## src/rtl/sensor_frame_pkg.sv

```systemverilog
// Shared definitions for the multi-sensor frame aggregator.
//   HEADER_DEFAULT  : first byte of every frame unless overridden
//   STAT_*          : bit positions inside a channel status byte
//   BYTES_PER_CHAN  : status byte + 14 data bytes per channel
//   sensor_sample_t : one quaternion + gyro sample, quat_w in the MSBs so the
//                     packed struct read MSB-first is the on-wire byte order
//   frame_state_t   : frame streaming FSM states
package sensor_frame_pkg;

  localparam logic [7:0] HEADER_DEFAULT = 8'hAA;

  localparam int STAT_INIT  = 0;
  localparam int STAT_ERR   = 1;
  localparam int STAT_FRESH = 2;
  localparam int STAT_STALE = 3;

  localparam int BYTES_PER_CHAN = 15;
  localparam int DATA_BYTES     = BYTES_PER_CHAN - 1;

  typedef struct packed {
    logic signed [15:0] quat_w;
    logic signed [15:0] quat_x;
    logic signed [15:0] quat_y;
    logic signed [15:0] quat_z;
    logic signed [15:0] gyro_x;
    logic signed [15:0] gyro_y;
    logic signed [15:0] gyro_z;
  } sensor_sample_t;

  typedef enum logic [2:0] {
    ST_IDLE  = 3'd0,
    ST_HDR   = 3'd1,
    ST_SEQ   = 3'd2,
    ST_CHAN  = 3'd3,
    ST_CKSUM = 3'd4
  } frame_state_t;

endpackage

```

## src/rtl/sensor_frame_aggregator_tracker.sv

```systemverilog
// Per-channel tracker: holds the latest sample, a fresh flag and a staleness
// counter for one sensor channel.
//   i_clk, i_rst     : clock, synchronous active-high reset
//   i_sample_valid   : one-cycle pulse, i_sample_data is a new sample
//   i_sample_data    : incoming sample
//   i_clear_fresh    : snapshot taken this edge; a same-edge sample wins
//   o_latest         : most recent sample
//   o_fresh          : a sample arrived since the last snapshot
//   o_stale          : no sample for STALE_CYCLES cycles (or none since reset)
module sensor_channel_tracker
  import sensor_frame_pkg::*;
#(
  parameter int STALE_CYCLES = 2400000
) (
  input  logic           i_clk,
  input  logic           i_rst,
  input  logic           i_sample_valid,
  input  sensor_sample_t i_sample_data,
  input  logic           i_clear_fresh,
  output sensor_sample_t o_latest,
  output logic           o_fresh,
  output logic           o_stale
);

  localparam int CW = $clog2(STALE_CYCLES + 1);
  localparam logic [CW-1:0] CNT_MAX = CW'(STALE_CYCLES);

  sensor_sample_t r_latest;
  logic           r_fresh;
  logic [CW-1:0]  r_cnt;

  always_ff @(posedge i_clk) begin
    if (i_rst) begin
      r_latest <= '0;
      r_fresh  <= 1'b0;
      r_cnt    <= CNT_MAX;  // reads as stale until the first sample
    end else if (i_sample_valid) begin
      r_latest <= i_sample_data;
      r_fresh  <= 1'b1;
      r_cnt    <= '0;
    end else begin
      if (i_clear_fresh) r_fresh <= 1'b0;
      if (r_cnt != CNT_MAX) r_cnt <= r_cnt + 1'b1;
    end
  end

  assign o_latest = r_latest;
  assign o_fresh  = r_fresh;
  assign o_stale  = (r_cnt == CNT_MAX);

endmodule

```

## src/rtl/sensor_frame_aggregator.sv

```systemverilog
// Multi-sensor frame aggregator. Tracks latest sample and status per channel,
// snapshots all channels atomically on frame_req and streams one checksummed
// frame: HEADER, seq, {status, 14 data bytes} per channel, checksum.
//   clk, rst      : clock, synchronous active-high reset
//   sample_valid  : per-channel new-sample pulse
//   sample_quat   : per channel {w,x,y,z}, channel 0 in LSBs
//   sample_gyro   : per channel {x,y,z}, channel 0 in LSBs
//   sensor_init   : per-channel initialized level
//   sensor_err    : per-channel error level
//   frame_req     : frame request pulse (ignored and counted while busy)
//   byte_data/byte_valid/byte_ready : byte stream out
//   frame_active  : frame in progress
//   frame_done    : pulse the cycle after the checksum byte is accepted
//   req_dropped   : saturating count of ignored requests
// Handshake: a byte transfers on any edge where byte_valid and byte_ready are
// both high; byte_valid and byte_data hold until that edge, and the next byte
// is presented the following cycle.
module sensor_frame_aggregator
  import sensor_frame_pkg::*;
#(
  parameter int          N_SENSORS    = 2,
  parameter int          STALE_CYCLES = 2400000,
  parameter logic [7:0]  HEADER       = HEADER_DEFAULT
) (
  input  logic                    clk,
  input  logic                    rst,
  input  logic [N_SENSORS-1:0]    sample_valid,
  input  logic [64*N_SENSORS-1:0] sample_quat,
  input  logic [48*N_SENSORS-1:0] sample_gyro,
  input  logic [N_SENSORS-1:0]    sensor_init,
  input  logic [N_SENSORS-1:0]    sensor_err,
  input  logic                    frame_req,
  output logic [7:0]              byte_data,
  output logic                    byte_valid,
  input  logic                    byte_ready,
  output logic                    frame_active,
  output logic                    frame_done,
  output logic [7:0]              req_dropped
);

  localparam int CHW = (N_SENSORS > 1) ? $clog2(N_SENSORS) : 1;
  localparam logic [CHW-1:0] LAST_CHAN = CHW'(N_SENSORS - 1);
  localparam logic [3:0]     LAST_BYTE = 4'(BYTES_PER_CHAN - 1);

  frame_state_t   r_state, w_next_state;
  logic [CHW-1:0] r_chan;
  logic [3:0]     r_byte;
  logic [7:0]     r_seq, r_cksum, r_dropped;
  logic           r_frame_done;

  sensor_sample_t             w_sample [N_SENSORS];
  sensor_sample_t             w_latest [N_SENSORS];
  logic [N_SENSORS-1:0]       w_fresh, w_stale;
  sensor_sample_t             r_snap [N_SENSORS];
  logic [7:0]                 r_snap_status [N_SENSORS];

  logic           w_busy, w_accept, w_hs;
  sensor_sample_t w_cur_sample;
  logic [7:0]     w_byte;

  // The frame_done cycle still counts as busy so a request there is dropped.
  assign w_busy   = (r_state != ST_IDLE) || r_frame_done;
  assign w_accept = frame_req && !w_busy;
  assign w_hs     = byte_valid && byte_ready;

  for (genvar g = 0; g < N_SENSORS; g++) begin : g_chan
    assign w_sample[g] = sensor_sample_t'({sample_quat[g*64 +: 64], sample_gyro[g*48 +: 48]});

    sensor_channel_tracker #(.STALE_CYCLES(STALE_CYCLES)) u_tracker (
      .i_clk          (clk),
      .i_rst          (rst),
      .i_sample_valid (sample_valid[g]),
      .i_sample_data  (w_sample[g]),
      .i_clear_fresh  (w_accept),
      .o_latest       (w_latest[g]),
      .o_fresh        (w_fresh[g]),
      .o_stale        (w_stale[g])
    );
  end

  // Snapshot reads the trackers' registered values, so a sample on the
  // acceptance edge lands in latest only and stays fresh for the next frame.
  always_ff @(posedge clk) begin
    if (rst) begin
      for (int i = 0; i < N_SENSORS; i++) begin
        r_snap[i]        <= '0;
        r_snap_status[i] <= '0;
      end
    end else if (w_accept) begin
      for (int i = 0; i < N_SENSORS; i++) begin
        r_snap[i]                    <= w_latest[i];
        r_snap_status[i][7:4]        <= 4'(i);
        r_snap_status[i][STAT_STALE] <= w_stale[i];
        r_snap_status[i][STAT_FRESH] <= w_fresh[i];
        r_snap_status[i][STAT_ERR]   <= sensor_err[i];
        r_snap_status[i][STAT_INIT]  <= sensor_init[i];
      end
    end
  end

  always_ff @(posedge clk) begin
    if (rst) r_state <= ST_IDLE;
    else     r_state <= w_next_state;
  end

  always_comb begin
    w_next_state = r_state;
    case (r_state)
      ST_IDLE:  if (w_accept) w_next_state = ST_HDR;
      ST_HDR:   if (w_hs) w_next_state = ST_SEQ;
      ST_SEQ:   if (w_hs) w_next_state = ST_CHAN;
      ST_CHAN:  if (w_hs && r_byte == LAST_BYTE && r_chan == LAST_CHAN) w_next_state = ST_CKSUM;
      ST_CKSUM: if (w_hs) w_next_state = ST_IDLE;
      default:  w_next_state = ST_IDLE;
    endcase
  end

  // Output byte is a pure function of registers that only move on a
  // handshake, which keeps it stable while the consumer stalls.
  always_comb begin
    w_cur_sample = r_snap[r_chan];
    w_byte       = '0;
    case (r_state)
      ST_HDR:   w_byte = HEADER;
      ST_SEQ:   w_byte = r_seq;
      ST_CHAN: begin
        if (r_byte == 4'd0) begin
          w_byte = r_snap_status[r_chan];
        end else begin
          for (int k = 0; k < DATA_BYTES; k++) begin
            if (r_byte == 4'(k + 1)) w_byte = w_cur_sample[8*(DATA_BYTES-1-k) +: 8];
          end
        end
      end
      ST_CKSUM: w_byte = r_cksum;
      default:  w_byte = '0;
    endcase
  end

  always_ff @(posedge clk) begin
    if (rst) begin
      r_chan       <= '0;
      r_byte       <= '0;
      r_seq        <= '0;
      r_cksum      <= '0;
      r_dropped    <= '0;
      r_frame_done <= 1'b0;
    end else begin
      r_frame_done <= (r_state == ST_CKSUM) && w_hs;
      if (frame_req && w_busy && r_dropped != 8'hFF) r_dropped <= r_dropped + 1'b1;
      if (w_accept) begin
        r_chan  <= '0;
        r_byte  <= '0;
        r_cksum <= '0;
      end else if (w_hs) begin
        if (r_state != ST_CKSUM) r_cksum <= r_cksum + w_byte;
        if (r_state == ST_CHAN) begin
          if (r_byte == LAST_BYTE) begin
            r_byte <= '0;
            r_chan <= (r_chan == LAST_CHAN) ? '0 : r_chan + 1'b1;
          end else begin
            r_byte <= r_byte + 1'b1;
          end
        end
        if (r_state == ST_CKSUM) r_seq <= r_seq + 1'b1;
      end
    end
  end

  assign byte_data    = w_byte;
  assign byte_valid   = (r_state != ST_IDLE);
  assign frame_active = (r_state != ST_IDLE);
  assign frame_done   = r_frame_done;
  assign req_dropped  = r_dropped;

endmodule
```

## config.mk

```make
export PLATFORM = sky130hd
export DESIGN_NAME = sensor_frame_aggregator
export DESIGN_NICKNAME = d
export VERILOG_FILES = /design/src/rtl/sensor_frame_pkg.sv /design/src/rtl/sensor_frame_aggregator_tracker.sv /design/src/rtl/sensor_frame_aggregator.sv
export SDC_FILE = /design/constraint.sdc
export NUM_CORES = 1
export LEC_CHECK = 0
export ABC_AREA = 1
export CAP_MARGIN = 20
export CORE_MARGIN = 2
export CORE_UTILIZATION = 55
export DETAILED_ROUTE_END_ITERATION = 12
export PLACE_DENSITY = 0.78
export SKIP_CTS_REPAIR_TIMING = 1
export SLEW_MARGIN = 5
export SYNTH_ARGS = -nofsm -noshare
export SYNTH_HDL_FRONTEND = slang
export SYNTH_SLANG_ARGS = --single-unit
```

## constraint.sdc

```tcl
create_clock -name clk -period 17.35 [get_ports clk]
set_clock_uncertainty 0.15 [all_clocks]
set_input_delay 1.735 -clock clk [delete_from_list [all_inputs] [get_ports clk]]
set_output_delay 1.735 -clock clk [all_outputs]
set_load 0.03 [all_outputs]
```

==> results by group, run 1 <==
Layout
  – Final net count: approximately 3.0k
  – Commonest non-fill, non-tap cell in the layout: nor2_1
  – Post-Layout Cell Count: between 3k and 4k
  – # diodes: 0
  – # fillers: around 3.2k
  – Commonest non-fill, non-tap cells in the layout: nor2_1 (366), inv_1 (344), dfxtp_1 (303)
  – Share of layout cells above drive strength 1: 6.330%
  – Area grow syn2layout: 19.98%

Synth
  – Post-synth top flop: dfxtp_1
  – Synthesized area per cell: 8.816 sq um
  – Synth Register Bits: 537
  – YS warnings: 0
  – Post-synthesis sequential area ratio: 58.89%
  – Yosys cell types: 52
  – EDFF count, synth: 233
  – Net Count, Synth: 2,768
  – Post-Syn Instances: 2,520
  – Fraction of registers with async set/reset: 0%
  – Area of the mapped netlist: 0.02222 sq mm

Route
  – # DRC: 0
  – Via count: 17.81k
  – Wire length per cell: around 17 um
  – Final Routed Wirelength: 57.18 mm
  – Remaining antenna violation count: 0
  – Vias/cell: approximately 5.4
  – Drt initial violations: 1,684
  – Drt pass-1 iters: 7

GRT
  – Pin count of the biggest net entering global routing: 201
  – First-pass GRT wire length: just under 90 mm
  – GRT overflow: 0
  – Gr usage total: 27.13%
  – Vias in the first global route: 17.14k
  – Initial antenna violation count: 0

Placement
  – Placer Congestion: just over 0.9
  – Post-DP HPWL: 38.55 mm
  – PortBufs: 252
  – Pre-CTS WS: 12.04 ns
  – Placed Cells: 3,173

STA
  – Max-slew violation count: 0
  – Tmin final: 5.977 ns
  – Slew margin rel.: 25.17%
  – Setup TNS: 0 ns
  – Fmax: 167.3 MHz
  – Endpoints failing setup: 0
  – RSZ-0062 raised after global routing: false
  – Least-Margin Pin Slew: approximately 1.1 ns
  – Hold Violations, Final: 0
  – Final worst slack: ~11 ns
  – Min Hold Slack: 0.3249 ns
  – Period Utilization, post-route: between 30 and 40%

Floorplanning
  – Die Area: 0.04202 sq mm
  – Core outline area: about 0.040 sq mm
  – # rows: 73
  – Die Y: between 200 and 250 um
  – Horiz. Die Dim: 205.0 um
  – Initial Util: 55.79%
  – # IOs: 253

Pwr
  – Pwr Density: approximately 120 mW/mm^2
  – P_leak: between 10 and 15 nW
  – Total power: 3.067 mW
  – Max VDD drop: 0.07395 mV

Setup path
  – Crit end category: primary output
  – R2r endpoint: r_cksum[7]$_SDFFE_PP0P_
  – Data arrival time of the worst path: around 4.1 ns
  – Family with the most delay on the worst path: buffers and inverters
  – CP Cell Sequence: inv_4 > buf_4 > nor2_1 > o21ai_0 > o21ai_1 > o2111ai_1 > nand2_1 > nand3_1 > nor3_1 > nand3_1 > nand2_1 > nand2_1 > clkdlybuf4s50_1
  – CP bufs+invs: 3
  – R2R depth: 26
  – Critical path's most frequent cell: nand2_1
  – Max FO, Critical Path: between 70 and 80
  – Number of cells on the critical path: 13
  – Critical path class: flop to primary output
  – Crit start category: flop
  – Max incr delay on CP: 0.68 ns
  – Slowest stage cell on the critical path: dfxtp_4
  – Worst R2R Setup Slack: 12.76 ns
  – CP endpoint: byte_data[3]
  – WP data required: ~15 ns

Clocking
  – Clk slew on worst S/H paths: 0.06 ns
  – CTS Root Buffer Type: clkbuf_16
  – Clock Latency Late Sink: 0.60 ns
  – H-tree Lvls: 2
  – Clock sink count: 537
  – Number of buffers created by CTS: 53
  – Max clock buf depth: 3
  – TritonCTS clock tree: yes

Flow run
  – MaxCap Viol Count: 0

Worst hold path
  – HP Class: flop to flop

Status
  – Status: finished clean
[per-stage QoR]
stage	util, %	instance area [sq um]
final	66.93	26650
after global routing	66.93	26650
after CTS	66.91	26650
after detailed placement	62.62	24940
after global placement	62.62	24940
after floorplan	-	22220
[worst min-delay path by stage]
stage / start / cells after the start / endpoint
finish: g_chan[1].u_tracker.o_latest[75]$_SDFFE_PP0P_ / 2 / g_chan[1].u_tracker.o_latest[75]$_SDFFE_PP0P_
CTS: g_chan[1].u_tracker.o_latest[104]$_SDFFE_PP0P_ / 2 / g_chan[1].u_tracker.o_latest[104]$_SDFFE_PP0P_
floorplan: r_seq[7]$_SDFFE_PP0P_ / 2 / r_seq[7]$_SDFFE_PP0P_
detailed placement: g_chan[0].u_tracker.o_latest[57]$_SDFFE_PP0P_ / 2 / g_chan[0].u_tracker.o_latest[57]$_SDFFE_PP0P_
global route: g_chan[1].u_tracker.o_latest[5]$_SDFFE_PP0P_ / 2 / g_chan[1].u_tracker.o_latest[5]$_SDFFE_PP0P_
global placement: g_chan[1].u_tracker.o_fresh$_SDFFE_PP0P_ / 2 / g_chan[1].u_tracker.o_fresh$_SDFFE_PP0P_
[routing by layer]
metal  wire length, um  share of wire (%)  track usage [%]
met2             26790                 47            44.46
met4              1563                2.7            8.094
met3              4094                7.2            4.550
met5                 0                  0                0
met1             24730                 43            37.12
[state kept, by name, summed over array words and instances, names as in the netlist, named ones only]
| register | cells |
|---|---|
| r_seq | 8 |
| r_cksum | 8 |
| r_chan | 1 |
| g_chan.u_tracker.o_fresh | 2 |
| g_chan.u_tracker.r_cnt | 44 |
| req_dropped | 8 |
| r_snap_status | 9 |
| r_state | 3 |
| frame_done | 1 |
| r_byte | 4 |
| g_chan.u_tracker.o_latest | 224 |
| r_snap | 224 |
[Yosys cell counts, types with 2 or more instances]
cell type / instances / area (sq um)
clkbuf_1: 102 / 382.9
nand3b_1: 2 / 15.01
nor3_1: 35 / 175.2
a31oi_1: 9 / 56.30
nand4_1: 11 / 68.82
nor2_1: 366 / 1374
a211oi_1: 2 / 15.01
o211ai_1: 32 / 240.2
o21ai_1: 8 / 40.04
buf_1: 7 / 26.28
nand3_1: 256 / 1281
ha_1: 13 / 162.7
a21oi_1: 94 / 470.5
nor3_2: 7 / 70.07
nor4_1: 10 / 62.56
dfxtp_1: 304 / 6086
o22ai_1: 3 / 18.77
buf_4: 3 / 22.52
or2_2: 29 / 181.4
and2_1: 2 / 12.51
nor3b_1: 5 / 37.54
inv_2: 8 / 30.03
nor2_2: 10 / 62.56
or2_1: 6 / 37.54
o311ai_0: 3 / 26.28
nand2_1: 258 / 968.4
nor3_4: 3 / 48.80
buf_6: 5 / 56.30
edfxtp_1: 233 / 6997
mux2i_1: 4 / 40.04
buf_2: 17 / 85.08
nand2_2: 4 / 25.02
o21bai_1: 2 / 15.01
inv_1: 347 / 1303
xor2_1: 4 / 35.03
o21a_1: 2 / 15.01
o2111ai_1: 2 / 17.52
o21ai_0: 298 / 1491
[layout make-up]
class                   count  area, sq um  area share [%]
well taps                 525        656.9           2.464
repair buffers            263         2613           9.801
flip-flops and latches    537        13090           49.10
multi-input cells        1493         7231           27.13
clock inverters            30        237.7          0.8919
inverters                 356         1358           5.093
clock buffers              70         1473           5.525
[worst reg2reg max path, cell delays in order, from the launching register on]
cell and delay, ns:
dfxtp_4 0.68, inv_4 0.26, nand2_1 0.13, nand2_1 0.07
nand2_1 0.06, o21ai_1 0.09, nor3_1 0.40, o2111ai_1 0.26
a21oi_1 0.18, nand2_1 0.10, nor3_2 0.23, nand3_1 0.12
nand2_1 0.09, nand2_2 0.09, ha_1 0.30, a21oi_1 0.14
o21bai_1 0.11, a21oi_1 0.16, o21bai_1 0.10, nand2_1 0.09
nand2_1 0.05, a21oi_1 0.24, nand3_1 0.15, nand2_1 0.08
nor2_1 0.04, nor2_1 0.08, nor2_1 0.05
[cells by family after synthesis]
group / after synthesis / synth area share (%)
XOR/XNOR: 4 / 0.1577
buffers and inverters: 490 / 8.600
multiplexers: 4 / 0.1802
AND/OR/NAND/NOR: 1009 / 20.24
adder cells (fa/ha/maj): 14 / 0.8223
flip-flops: 537 / 58.89
AO/OA/AOI/OAI: 462 / 11.11
[where the power goes]
part	total, mW	internal [mW]	switching (mW)	leakage, nW
Clock	1.12	0.632	0.489	0.856
Sequential	1.54	1.49	0.0533	5.01
Combinational	0.406	0.133	0.272	4.22
Total	3.07	2.25	0.815	10.1
(Power assumes the default switching activity.)
==> inputs of run 2 (changes only) <==
CORE_UTILIZATION = 51   (was 55)
PLACE_DENSITY = 0.76   (was 0.78)
clock period = 5.35 ns   (was 17.35 ns; I/O delays follow)
==> results by group, run 2 (same netlist as run 1, synthesis figures left out) <==
Flow run
  – MaxCap Viol Count: 0

GRT
  – Pin count of the biggest net entering global routing: about 180
  – Grt met2 use: 42.08%
  – Met1 Usage GRT: about 36%
  – Top Usage Layer GRT: met2
  – First-pass GRT wire length: 91.79 mm
  – Gr usage total: between 20% and 30%
  – Vias in the first global route: 17.25k
  – Initial antenna violation count: 0
  – GRT overflow: 0
  – Met3 Usage GRT: 4.015%

Layout
  – # fillers: 3,567
  – Post-Layout Cell Count: between 3k and 4k
  – Area grow syn2layout: 21.38%
  – Commonest non-fill, non-tap cell in the layout: nor2_1
  – Commonest non-fill, non-tap cells in the layout: nor2_1 (366), inv_1 (344), dfxtp_1 (303)
  – Share of layout cells above drive strength 1: 6.425%
  – # diodes: 0
  – Final net count: just under 3k

Pwr
  – Pwr Density: 380.6 mW/mm^2
  – P_leak: between 10 and 15 nW
  – Max VDD drop: 0.2579 mV

Setup path
  – Critical path's most frequent cell: nand2_1
  – Slowest stage cell on the critical path: dfxtp_4
  – CP bufs+invs: 2
  – Family with the most delay on the worst path: simple AND/OR/NAND/NOR gates
  – Crit end category: primary output
  – WP data required: approximately 4.7 ns
  – Crit start category: flop
  – R2R depth: 28
  – Max FO, Critical Path: 90
  – Max incr delay on CP: roughly 0.74 ns
  – Number of cells on the critical path: 13
  – Data arrival time of the worst path: between 4 and 5 ns
  – Worst R2R Setup Slack: 0.67 ns
  – Critical path class: flop to primary output
  – CP Cell Sequence: inv_4 > or2_1 > o211ai_1 > nand2_1 > nor4_1 > o311ai_0 > nand2_1 > nand4_1 > nand2_1 > nand2_1 > nand2_1 > nand2_1 > clkdlybuf4s50_1

Worst hold path
  – Min-delay src: g_chan[1].u_tracker.o_latest[64]$_SDFFE_PP0P_
  – Cell count of the worst hold path: 2
  – HP Class: flop to flop

STA
  – Max-slew violation count: 0
  – Slew margin rel.: 34.21%
  – Period Utilization, post-route: roughly nine tenths
  – Least-Margin Pin Slew: 0.9869 ns
  – RSZ-0062 raised after global routing: false
  – Fmax: ~200 MHz
  – Tmin final: 4.915 ns
  – Endpoints failing setup: 0
  – Setup TNS: 0 ns
  – Hold Violations, Final: 0

Clocking
  – Number of buffers created by CTS: 52
  – Max clock buf depth: 3
  – Clock Latency Late Sink: 0.60 ns
  – CTS Root Buffer Type: clkbuf_16
  – H-tree Lvls: 2
  – Clk slew on worst S/H paths: 0.06 ns
  – TritonCTS clock tree: yes
  – Clock sink count: 537

Route
  – Vias/cell: 5.325
  – Via count: 17.79k
  – Drt initial violations: between 1.5k and 2k
  – Drt pass-1 iters: 5
  – Remaining antenna violation count: 0
  – Final Routed Wirelength: 58.55 mm
  – Wire length per cell: 17.53 um
  – # DRC: 0

Floorplanning
  – Core outline area: 0.04308 sq mm
  – # rows: 76
  – Initial Util: roughly half
  – # IOs: 253
  – Die Area: between 0.04 and 0.05 sq mm
  – Horiz. Die Dim: ~210 um
  – Die Y: 212.7 um

Placement
  – Placed Cells: 3,241
  – Post-DP HPWL: around 40 mm
  – Placer Congestion: 0.8674
  – PortBufs: between 200 and 300

Status
  – Status: finished clean
==> run 2: changes by cell type in the layout (fill, tap and decap cells not counted), sizes merged <==
cell	before	now
buf	13	21
bufinv	2	8
clkinv	24	20
inv	359	355
clkbuf	70	69
clkinvlp	1	2
==> run 2: power breakdown <==
part	switching [mW]	leakage (nW)	internal (mW)
sequential	0.180	5.01	4.81
combinational	0.902	4.28	0.452
clock	1.58	0.896	2.34
total	2.66	10.2	7.60
==> run 2: final cells by class <==
cell class                 instances  area, sq um  area share, %
clock inverter                    29        356.6          1.322
multi-input combinational       1493         7231          26.81
clock buffer                      69         1480          5.489
tap                              585        732.0          2.714
timing repair buffer             271         2723          10.10
sequential                       537        13090          48.53
inverter                         356         1358          5.034
==> run 2: stage by stage <==
step	setup slack (ns)	util, %	hold slack, ns	area (sq um)	total power [mW]
5_1_grt	0.1637	62.60	0.3490	26970	10.63
4_1_cts	0.4699	62.58	0.3284	26960	10.30
3_5_place_dp	0.7597	58.32	0.3184	25120	6.411
2_1_floorplan	0.4125	-	0.2897	22220	5.857
6_report	0.4350	62.60	0.3269	26970	10.26
3_3_place_gp	0.8961	58.32	0.3118	25120	6.386
==> run 2: final timing paths <==
| path | end |
|---|---|
| setup / recovery | byte_data[5] |
| hold / removal | g_chan[1].u_tracker.o_latest[64]$_SDFFE_PP0P_ |
| setup reg to reg | r_cksum[7]$_SDFFE_PP0P_ |
| hold reg to reg | g_chan[1].u_tracker.o_latest[64]$_SDFFE_PP0P_ |
==> run 2: worst min-delay path, stage by stage, from the launching register on <==
cell and delay, ns:
dfxtp_1 0.30, inv_1 0.06, o21ai_0 0.07
==> run 2: routing by layer <==
| layer | wire [um] | part of all wire, % | vias up |
|---|---|---|---|
| li1 | - | - | 8669 |
| met1 | 25720 | 44 | 8399 |
| met2 | 27290 | 47 | 623 |
| met3 | 4027 | 6.9 | 96 |
| met4 | 1516 | 2.6 | 0 |
| met5 | 0 | 0 | - |
==> inputs of run 3 (changes only) <==
CTS_CLUSTER_DIAMETER = 150   (was not set)
CTS_CLUSTER_SIZE = 25   (was not set)
==> results by group, run 3 (same netlist as run 1, synthesis figures left out) <==
Status
  – Status: finished clean

Floorplanning
  – Die Y: ~210 um
  – Die Area: 0.04525 sq mm
  – # rows: 76
  – # IOs: 253
  – Initial Util: 51.57%
  – Core outline area: 0.04308 sq mm
  – Horiz. Die Dim: 212.7 um

Pwr
  – Pwr Density: 329.1 mW/mm^2
  – Max VDD drop: 0.2291 mV
  – Flop pwr share: 58.6%
  – Switch Pwr: about 2.4 mW
  – Power share of the clock group: between 20% and 30%
  – Logic gate share of total power: 15.9%
  – P_leak: 9.631 nW
  – Total power: around 8.5 mW
  – Switching part of the total: 27.62%
  – Internal power: ~6 mW

STA
  – RSZ-0062 raised after global routing: false
  – Setup TNS: 0 ns
  – Slew margin rel.: about a third
  – Least-Margin Pin Slew: 1.007 ns
  – Hold Violations, Final: 0
  – Period Utilization, post-route: ~90%
  – Max-slew violation count: 0
  – Tmin final: 4.949 ns
  – Endpoints failing setup: 0
  – Min Hold Slack: 0.3333 ns
  – Fmax: between 200 and 250 MHz

Clocking
  – Clk slew on worst S/H paths: 0.10 ns
  – Number of buffers created by CTS: 25
  – TritonCTS clock tree: yes
  – H-tree Lvls: 1
  – CTS Root Buffer Type: clkbuf_16
  – Max clock buf depth: 3
  – Clock sink count: ~540
  – Clock Latency Late Sink: 0.60 ns

Setup path
  – Critical path's most frequent cell: nand2_1
  – Crit start category: flop
  – Data arrival time of the worst path: 4.26 ns
  – Max FO, Critical Path: 90
  – Critical path class: flop to primary output
  – WP data required: 4.66 ns
  – CP bufs+invs: 2
  – Max incr delay on CP: 0.75 ns
  – Slowest stage cell on the critical path: dfxtp_4
  – Crit end category: primary output
  – CP Cell Sequence: inv_4 > or2_1 > o211ai_1 > nand2_1 > nor4_1 > o311ai_0 > nand2_1 > nand4_1 > nand2_1 > nand2_1 > nand2_1 > nand2_1 > clkdlybuf4s50_1
  – Family with the most delay on the worst path: simple AND/OR/NAND/NOR gates

Route
  – Drt pass-1 iters: 5
  – Via count: 17.54k
  – # DRC: 0
  – Met3 WL: 3.380 mm
  – Wire length per cell: 17.43 um
  – Vias/cell: 5.334
  – Drt initial violations: about 1.7k
  – Routed wl met2: 26.72 mm
  – Final Routed Wirelength: 57.33 mm
  – DRT met1 WL: between 20 and 30 mm
  – Top layer in use: met4
  – Remaining antenna violation count: 0

GRT
  – Vias in the first global route: 16.95k
  – Pin count of the biggest net entering global routing: 178
  – Initial antenna violation count: 0
  – First-pass GRT wire length: approximately 91 mm
  – Gr usage total: 25.24%
  – GRT overflow: 0

Layout
  – # fillers: approximately 3.7k
  – Commonest non-fill, non-tap cell in the layout: nor2_1
  – Multi-input gate area: 0.007231 sq mm
  – Commonest non-fill, non-tap cells in the layout: nor2_1 (366), inv_1 (344), dfxtp_1 (303)
  – Reg area: about 0.013 sq mm
  – Share of layout cells above drive strength 1: ~4.6%
  – Area grow syn2layout: 16.37%
  – Final net count: 2,932

Placement
  – PortBufs: 252
  – Post-DP HPWL: 39.92 mm
  – Placer Congestion: 0.8674

Worst hold path
  – Min-delay src: g_chan[1].u_tracker.o_latest[64]$_SDFFE_PP0P_
  – HP Class: flop to flop

Flow run
  – MaxCap Viol Count: 0
==> run 3: changes by cell type in the layout (fill, tap and decap cells not counted), moves of 2 or more <==
cell	previous run	this run
clkbuf_1	10	19
clkinv_4	2	0
clkinv_2	11	3
clkinvlp_4	2	0
bufinv_16	8	0
clkbuf_8	3	0
clkinv_1	7	0
clkbuf_16	56	25
==> run 3: power by group through the flow <==
stage | Combinational [mW] | Clock (mW) | Sequential, mW
after global routing | 1.49 | 2.34 | 5.02
final | 1.35 | 2.18 | 4.98
after detailed placement | 1.34 | 0 | 5.07
after floorplan | 0.809 | 0 | 5.05
after global placement | 1.32 | 0 | 5.07
after CTS | 1.35 | 2.20 | 4.98
==> run 3: layout make-up <==
class | instances | share of cell area (%)
clock inverter | 2 | 0.09679
multi-input combinational | 1493 | 27.97
timing repair buffer | 271 | 10.53
tap | 585 | 2.831
antenna | 1 | 0.009679
inverter | 356 | 5.251
sequential | 537 | 50.62
clock buffer | 44 | 2.696
==> run 3: worst paths after layout <==
| path | slack, ns | endpoint | depth (start not counted) |
|---|---|---|---|
| hold / removal | 0.33 | g_chan[1].u_tracker.o_latest[64]$_SDFFE_PP0P_ | 2 |
| setup / recovery | 0.40 | byte_data[5] | 13 |
| hold reg to reg | 0.33 | g_chan[1].u_tracker.o_latest[64]$_SDFFE_PP0P_ | 2 |
| setup reg to reg | 0.70 | r_cksum[7]$_SDFFE_PP0P_ | 28 |
==> run 3: metal layers <==
| layer | vias up | GRT usage (%) |
|---|---|---|
| li1 | 8584 | - |
| met1 | 8307 | 36.20 |
| met2 | 578 | 41.58 |
| met3 | 75 | 2.559 |
| met4 | 0 | 5.691 |
| met5 | - | 0 |
==> run 3: through the flow <==
stage	setup WS, ns	util (%)	std cells	area (sq um)
after global routing	0.1602	60.01	3288	25850
after CTS	0.4850	59.99	3287	25840
after floorplan	0.4125	-	2520	22220
final	0.4006	60.02	3289	25850
after detailed placement	0.7597	58.32	3241	25120
after global placement	0.8961	58.32	3241	25120
==> run 3: worst reg2reg max path, delay by kind of cell (launching register included) <==
kind	cells	cell delay (ns)
compound gates	6	0.83
simple gates	19	1.96
fa+ha+maj	1	0.30
buf+inv	2	0.60
flops	1	0.75
